`src/rtl/pstk_pkg.sv`:
```
// pstk_pkg: shared FSM state type and the single-axis saturating update rule.
// The optional hold-acceleration feature is enabled by defining PSTK_ACCEL_EN.
`default_nettype none

package pstk_pkg;

  typedef enum logic [0:0] {
    ST_IDLE = 1'b0,
    ST_RUN  = 1'b1
  } state_t;

  // Recentre beats directions; plus beats minus; release either decays toward
  // zero without overshoot (self-centring) or holds (sticky); then clamp.
  function automatic int axis_update(input int acc, input logic plus, input logic minus,
                                     input logic mode, input logic recen,
                                     input int step, input int rstep, input int limit);
    int r;
    if (recen)
      r = 0;
    else if (plus)
      r = acc + step;
    else if (minus)
      r = acc - step;
    else if (!mode) begin
      if (acc > rstep)
        r = acc - rstep;
      else if (acc < -rstep)
        r = acc + rstep;
      else
        r = 0;
    end else
      r = acc;
    if (r > limit)
      r = limit;
    else if (r < -limit)
      r = -limit;
    return r;
  endfunction

endpackage

`default_nettype wire

```
`src/rtl/pstk_axis.sv`:
```
// pstk_axis: combinational next-value stage for one axis of the selected channel.
// With PSTK_ACCEL_EN defined it also produces the next hold count / direction.
`default_nettype none

module pstk_axis
  import pstk_pkg::*;
#(
  parameter int AW    = 8,
  parameter int STEP  = 15,
  parameter int RSTEP = 15,
  parameter int LIMIT = 120
) (
  input  logic signed [AW+1:0] i_acc,
  input  logic                 i_plus,
  input  logic                 i_minus,
  input  logic                 i_mode,
  input  logic                 i_recen,
`ifdef PSTK_ACCEL_EN
  input  logic [2:0]           i_cnt,
  input  logic [1:0]           i_dir,
  output logic [2:0]           o_cnt,
  output logic [1:0]           o_dir,
`endif
  output logic signed [AW+1:0] o_acc
);

`ifdef PSTK_ACCEL_EN
  int w_step;

  // Direction codes: 0 = none, 1 = plus, 2 = minus; recentre counts as release.
  always_comb begin
    o_dir = 2'd0;
    o_cnt = 3'd0;
    if (!i_recen && i_plus)
      o_dir = 2'd1;
    else if (!i_recen && i_minus)
      o_dir = 2'd2;
    if (o_dir != 2'd0 && o_dir == i_dir)
      o_cnt = (i_cnt == 3'd7) ? 3'd7 : i_cnt + 3'd1;
    w_step = (o_cnt >= 3'd4) ? 2 * STEP : STEP;
  end

  assign o_acc = (AW+2)'(axis_update(int'(i_acc), i_plus, i_minus, i_mode, i_recen,
                                      w_step, RSTEP, LIMIT));
`else
  assign o_acc = (AW+2)'(axis_update(int'(i_acc), i_plus, i_minus, i_mode, i_recen,
                                      STEP, RSTEP, LIMIT));
`endif

endmodule

`default_nettype wire

```
`src/rtl/pseudo_ana_stk_multi.sv`:
```
// pseudo_ana_stk_multi: N-channel digital-to-pseudo-analog stick generator with a
// time-multiplexed update sequencer. Optional hold acceleration: PSTK_ACCEL_EN.
`default_nettype none

module pseudo_ana_stk_multi
  import pstk_pkg::*;
#(
  parameter int NCH    = 2,
  parameter int AW     = 8,
  parameter int STEP   = 15,
  parameter int RSTEP  = 15,
  parameter int LIMIT  = 120,
  parameter int CENTER = 127
) (
  input  logic              CLK,
  input  logic              RESET,
  input  logic              TICK,
  input  logic [NCH-1:0]    UP,
  input  logic [NCH-1:0]    DW,
  input  logic [NCH-1:0]    LF,
  input  logic [NCH-1:0]    RG,
  input  logic [NCH-1:0]    MODE,
  input  logic [NCH-1:0]    RECEN,
  output logic [NCH*AW-1:0] AX,
  output logic [NCH*AW-1:0] AY,
  output logic              BUSY
);

  localparam int IW = (NCH > 1) ? $clog2(NCH) : 1;

  if (CENTER - LIMIT < 0 || CENTER + LIMIT > (1 << AW) - 1) begin : g_param_check
    $error("pseudo_ana_stk_multi: CENTER +/- LIMIT does not fit in AW bits");
  end

  state_t              r_state, w_state_nxt;
  logic [IW-1:0]       r_idx, w_idx_nxt;
  logic                r_pend, w_pend_nxt;
  logic                r_tick_q;
  logic signed [AW+1:0] r_accx [NCH];
  logic signed [AW+1:0] r_accy [NCH];
  logic [NCH*AW-1:0]   r_ax, r_ay;
  logic signed [AW+1:0] w_nx, w_ny;
  logic                w_edge, w_run, w_last;

  assign w_edge = TICK & ~r_tick_q;
  assign w_run  = (r_state == ST_RUN);
  assign w_last = (r_idx == IW'(NCH - 1));
  assign BUSY   = w_run;
  assign AX     = r_ax;
  assign AY     = r_ay;

  // One level of pending: an edge during RUN is remembered, later ones are dropped.
  always_comb begin
    w_state_nxt = r_state;
    w_idx_nxt   = r_idx;
    w_pend_nxt  = r_pend;
    case (r_state)
      ST_IDLE: begin
        if (w_edge) begin
          w_state_nxt = ST_RUN;
          w_idx_nxt   = '0;
        end
      end
      ST_RUN: begin
        if (w_last) begin
          w_idx_nxt  = '0;
          w_pend_nxt = 1'b0;
          if (!(r_pend || w_edge))
            w_state_nxt = ST_IDLE;
        end else begin
          w_idx_nxt = r_idx + 1'b1;
          if (w_edge)
            w_pend_nxt = 1'b1;
        end
      end
      default: w_state_nxt = ST_IDLE;
    endcase
  end

`ifdef PSTK_ACCEL_EN
  logic [2:0] r_cntx [NCH];
  logic [2:0] r_cnty [NCH];
  logic [1:0] r_dirx [NCH];
  logic [1:0] r_diry [NCH];
  logic [2:0] w_cntx, w_cnty;
  logic [1:0] w_dirx, w_diry;
`endif

  pstk_axis #(.AW(AW), .STEP(STEP), .RSTEP(RSTEP), .LIMIT(LIMIT)) u_axis_x (
    .i_acc   (r_accx[r_idx]),
    .i_plus  (LF[r_idx]),
    .i_minus (RG[r_idx]),
    .i_mode  (MODE[r_idx]),
    .i_recen (RECEN[r_idx]),
`ifdef PSTK_ACCEL_EN
    .i_cnt   (r_cntx[r_idx]),
    .i_dir   (r_dirx[r_idx]),
    .o_cnt   (w_cntx),
    .o_dir   (w_dirx),
`endif
    .o_acc   (w_nx)
  );

  pstk_axis #(.AW(AW), .STEP(STEP), .RSTEP(RSTEP), .LIMIT(LIMIT)) u_axis_y (
    .i_acc   (r_accy[r_idx]),
    .i_plus  (UP[r_idx]),
    .i_minus (DW[r_idx]),
    .i_mode  (MODE[r_idx]),
    .i_recen (RECEN[r_idx]),
`ifdef PSTK_ACCEL_EN
    .i_cnt   (r_cnty[r_idx]),
    .i_dir   (r_diry[r_idx]),
    .o_cnt   (w_cnty),
    .o_dir   (w_diry),
`endif
    .o_acc   (w_ny)
  );

  always_ff @(posedge CLK) begin
    if (RESET) begin
      r_state  <= ST_IDLE;
      r_idx    <= '0;
      r_pend   <= 1'b0;
      r_tick_q <= 1'b0;
      for (int k = 0; k < NCH; k++) begin
        r_accx[k]           <= '0;
        r_accy[k]           <= '0;
        r_ax[k*AW +: AW]    <= AW'(CENTER);
        r_ay[k*AW +: AW]    <= AW'(CENTER);
`ifdef PSTK_ACCEL_EN
        r_cntx[k] <= '0;
        r_cnty[k] <= '0;
        r_dirx[k] <= '0;
        r_diry[k] <= '0;
`endif
      end
    end else begin
      r_state  <= w_state_nxt;
      r_idx    <= w_idx_nxt;
      r_pend   <= w_pend_nxt;
      r_tick_q <= TICK;
      if (w_run) begin
        r_accx[r_idx]          <= w_nx;
        r_accy[r_idx]          <= w_ny;
        r_ax[r_idx*AW +: AW]   <= AW'(w_nx + CENTER);
        r_ay[r_idx*AW +: AW]   <= AW'(w_ny + CENTER);
`ifdef PSTK_ACCEL_EN
        r_cntx[r_idx] <= w_cntx;
        r_cnty[r_idx] <= w_cnty;
        r_dirx[r_idx] <= w_dirx;
        r_diry[r_idx] <= w_diry;
`endif
      end
    end
  end

endmodule

`default_nettype wire

```
`config.mk`:
```
export PLATFORM = sky130hd
export DESIGN_NAME = pseudo_ana_stk_multi
export DESIGN_NICKNAME = d
export VERILOG_FILES = /design/src/rtl/pstk_pkg.sv /design/src/rtl/pstk_axis.sv /design/src/rtl/pseudo_ana_stk_multi.sv
export SDC_FILE = /design/constraint.sdc
export NUM_CORES = 1
export LEC_CHECK = 0
export ABC_CLOCK_PERIOD_IN_PS = 6500
export BUFFER_PORTS_ARGS = -buffer_cell sky130_fd_sc_hd__buf_2
export CORE_UTILIZATION = 55
export CTS_CLUSTER_SIZE = 24
export DETAILED_ROUTE_END_ITERATION = 10
export PLACE_DENSITY = 0.74
export SLEW_MARGIN = 10
export SYNTH_ARGS = -nofsm -noshare
export SYNTH_HDL_FRONTEND = slang
export SYNTH_HIERARCHICAL = 1
export SYNTH_SLANG_ARGS = --single-unit
```
`constraint.sdc`:
```
create_clock -name CLK -period 6.5 [get_ports CLK]
set_input_delay 0.325 -clock CLK [delete_from_list [all_inputs] [get_ports CLK]]
set_output_delay 0.325 -clock CLK [all_outputs]
set_load 0.1 [all_outputs]
```
==> impl_metrics.tcl <==
set metrics [dict create \
    status "completed" \
    critPathMaxStageDelay_ps 790 \
    grt_max_degree 31 \
    cpMaxStageDelayCell "nor4_1" \
    pre_cts_ws_ps 1400 \
    synthCells 635 \
    grt_use_total_pct 27.8 \
    cts_sinks 77 \
    end_kind "flip-flop" \
    boundaryPins 48 \
    num_rows 36 \
    grt_pass1_vias 4952 \
    vias 5414 \
    syn_to_final_growth_pct 7.01 \
    cts_tree "done" \
    core_region_area_mm2 0.00995 \
    synthMuxAreaShare_pct 5.90 \
    max_cap_violations 0 \
    peakVddDrop_uv 262 \
    cp.required_ps 6740 \
    grt_antenna_before_repair 0 \
    min_to "r_tick_q" \
    crit_chain "buf_4, mux2_2, inv_1, ha_1, or3b_4, a31oi_2, a221oi_1, a211o_1, or4_4, a22oi_4, a2111oi_4, nor4_1, nand2_1, o221a_2" \
    synth_area_leader_cell "edfxtp_1" \
    fin_nets 664 \
    layout_setup_ws_ps 1310 \
    power_density_mw_per_mm2 264 \
    synthArstFlopShare_pct 0 \
    rrSetupSlack_ps 1310 \
    post_cts_resize_count 0 \
    synthDominantCellAreaShare_pct 21.0 \
    ant_nets 0 \
    fin_setup_tns_ps 0 \
    drtIter0Drc 405 \
    fin_skew_ps 10.6 \
    cts.path.max_buffers 2 \
    place_congestion 1.02 \
    hp-class "input port to flip-flop" \
    postCtsSetupBuffers 0 \
    synth_area_leaders "edfxtp_1, dfxtp_1, mux2_2, and2_1, nor2_1" \
    arrival_ps 5430 \
    synthesis.nets 656 \
    diodes 0 \
    die_w_um 104 \
    synth_area_mm2 0.00573 \
    synthSimpleGateAreaFrac_pct 23.9 \
    die-height_um 104 \
    syn_avg_cell_area_um2 9.02 \
    reg2reg_to "AY[14]" \
    worst_pin_slew_ps 1060 \
    synth_seq_cells 77 \
    holdWs_ps 228 \
    cts_buffers 9 \
    final_area_mm2 0.00613 \
    via_per_inst 6.93 \
    hold_viol_final 0 \
    setup_violations 0 \
    max_freq_mhz 193 \
    synth.yosys.seq_area_share_pct 33.9 \
    clock_latency_ps 350 \
    relSlewSlack_pct 29.6 \
    min_path_cells 2 \
    start_util_pct 57.5 \
    io_buffers 47 \
    synth_cell_types 74 \
    grt.overflow.total 0 \
    rsz0062_at_grt "no" \
    synth-edff-count 40 \
    path_class "flip-flop to flip-flop" \
    worst_setup_path_start_kind "flip-flop" \
    root_buffer "clkbuf_8" \
    dr.pass1.iters 5 \
    yosys.area_share.xor_xnor_pct 2.45 \
    dp_hpwl_mm 10.7 \
    dpl-instance-area_mm2 0.00591 \
    drc 0 \
    utilization_pct 61.6 \
    synth_top_family_by_area "compound AO/OA/AOI/OAI gates" \
    htreeDepth 3 \
    clk_pin_slew_worst_paths_ps 80 \
    synth-compound-area-share_pct 26.6 \
    post-route-min-period_ps 5190 \
    wl_per_cell_um 19.7 \
    ys_warn_count 6 \
    grt_first_pass_wirelength_mm 24.5 \
    hold_buffers 0 \
    finalMaxSlewViolations 0 \
    synthAdderAreaFrac_pct 1.31 \
    final_layout_size_suffix_gt1_share_pct 20.2 \
    fin_crit_sh_pct 79.8 \
    worstPathMaxFanout 13 \
    hp-start "TICK" \
    postRouteWirelength_mm 15.4 \
    synthFlopType "edfxtp_1" \
    leakage_nw 2.14 \
    reg2regPathDepth 14 \
    dieArea_mm2 0.0108 \
]
## metal layers
layer | vias up | wire (um) | global-route usage, %
met3 | 49 | 1510 | 4.07
met5 | - | 0 | 0
li1 | 2472 | - | -
met1 | 2542 | 6490 | 38.0
met4 | 0 | 397 | 11.9
met2 | 351 | 6990 | 43.8
## sequential cells by signal (all words and copies together), names as in the netlist, named ones only
| name | cells |
|---|---|
| r_idx | 1 |
| BUSY | 1 |
| AX | 16 |
| r_accy | 20 |
| AY | 16 |
| r_pend | 1 |
| r_accx | 20 |
| r_tick_q | 1 |
## stage by stage
stage | std cells | power [mW]
2_1_floorplan | 635 | 1.11
3_3_place_gp | 765 | 1.21
3_5_place_dp | 765 | 1.23
4_1_cts | 781 | 1.61
5_1_grt | 781 | 1.69
6_report | 781 | 1.62
## how the worst max path moves through the flow
stage / startpoint / to / slack, ps / cells after the start
global route: flip-flop / AY[7] / 1020 / 14
finish: flip-flop / AY[14] / 1310 / 14
global placement: flip-flop / AY[7] / 1590 / 14
detailed placement: flip-flop / AY[7] / 1400 / 14
CTS: flip-flop / AY[14] / 1390 / 14
floorplan: flip-flop / AX[15] / 1690 / 15
## layout by cell type (no fill, tap or decap), drive strengths merged, types with 6 or more instances in the layout
cell,instances
a211oi,15
and3,10
mux2,30
a211o,7
o21ai,24
a21oi,23
nor3,29
nor2,54
a311oi,12
nand4,9
nor4,9
or3,7
nand2,18
nor2b,9
clkbuf,10
or4,9
and2,39
a31oi,18
nand3,19
a2bb2oi,10
a22oi,6
inv,27
xnor2,11
dfxtp,37
ha,6
buf,50
a221oi,12
edfxtp,40
or2,7
## cell usage after synthesis (all sizes together), types with 9 or more instances
library cell,instances
a211oi,15
o21ai,24
nor2,54
dfxtp,37
and3,10
nand4,9
nor3,29
inv,27
a221oi,12
a2bb2oi,10
nor4,9
buf,21
xnor2,11
a311oi,12
nand2,18
clkbuf,32
nand3,19
nor2b,9
a31oi,18
and2,39
mux2,30
or4,9
a21oi,23
edfxtp,40
## layout make-up
type	count	area [um2]
clock inverters	6	87.6
multi-input cells	478	3450
inverters	27	101
clock buffers	10	128
flip-flops and latches	77	1940
fillers	842	3820
well taps	133	166
repair buffers	50	258
## cell families (layout without fill, tap and decap cells)
family	after synthesis	count (layout)
multiplexers	30	30
AND/OR/NAND/NOR	238	238
XOR/XNOR	16	16
AO/OA/AOI/OAI	188	188
adder cells (fa/ha/maj)	6	6
flip-flops	77	77
buffers and inverters	80	93
## power breakdown
group	internal, mW	total (mW)	leakage, nW	switching (mW)
registers	0.547	0.565	0.722	0.0181
clock network	0.215	0.385	0.0985	0.170
logic	0.201	0.670	1.32	0.470
total	0.963	1.62	2.14	0.658
## critical path: cells and delay by family (launching register included)
kind	cells	cell delay [ps]
muxes	1	460
buffers and inverters	2	390
and+or+nand+nor	4	1940
adders and majority gates	1	250
AOI/OAI and AO/OA	6	1440
DFF	1	600
No activity file was read; power rests on OpenSTA's default activity.
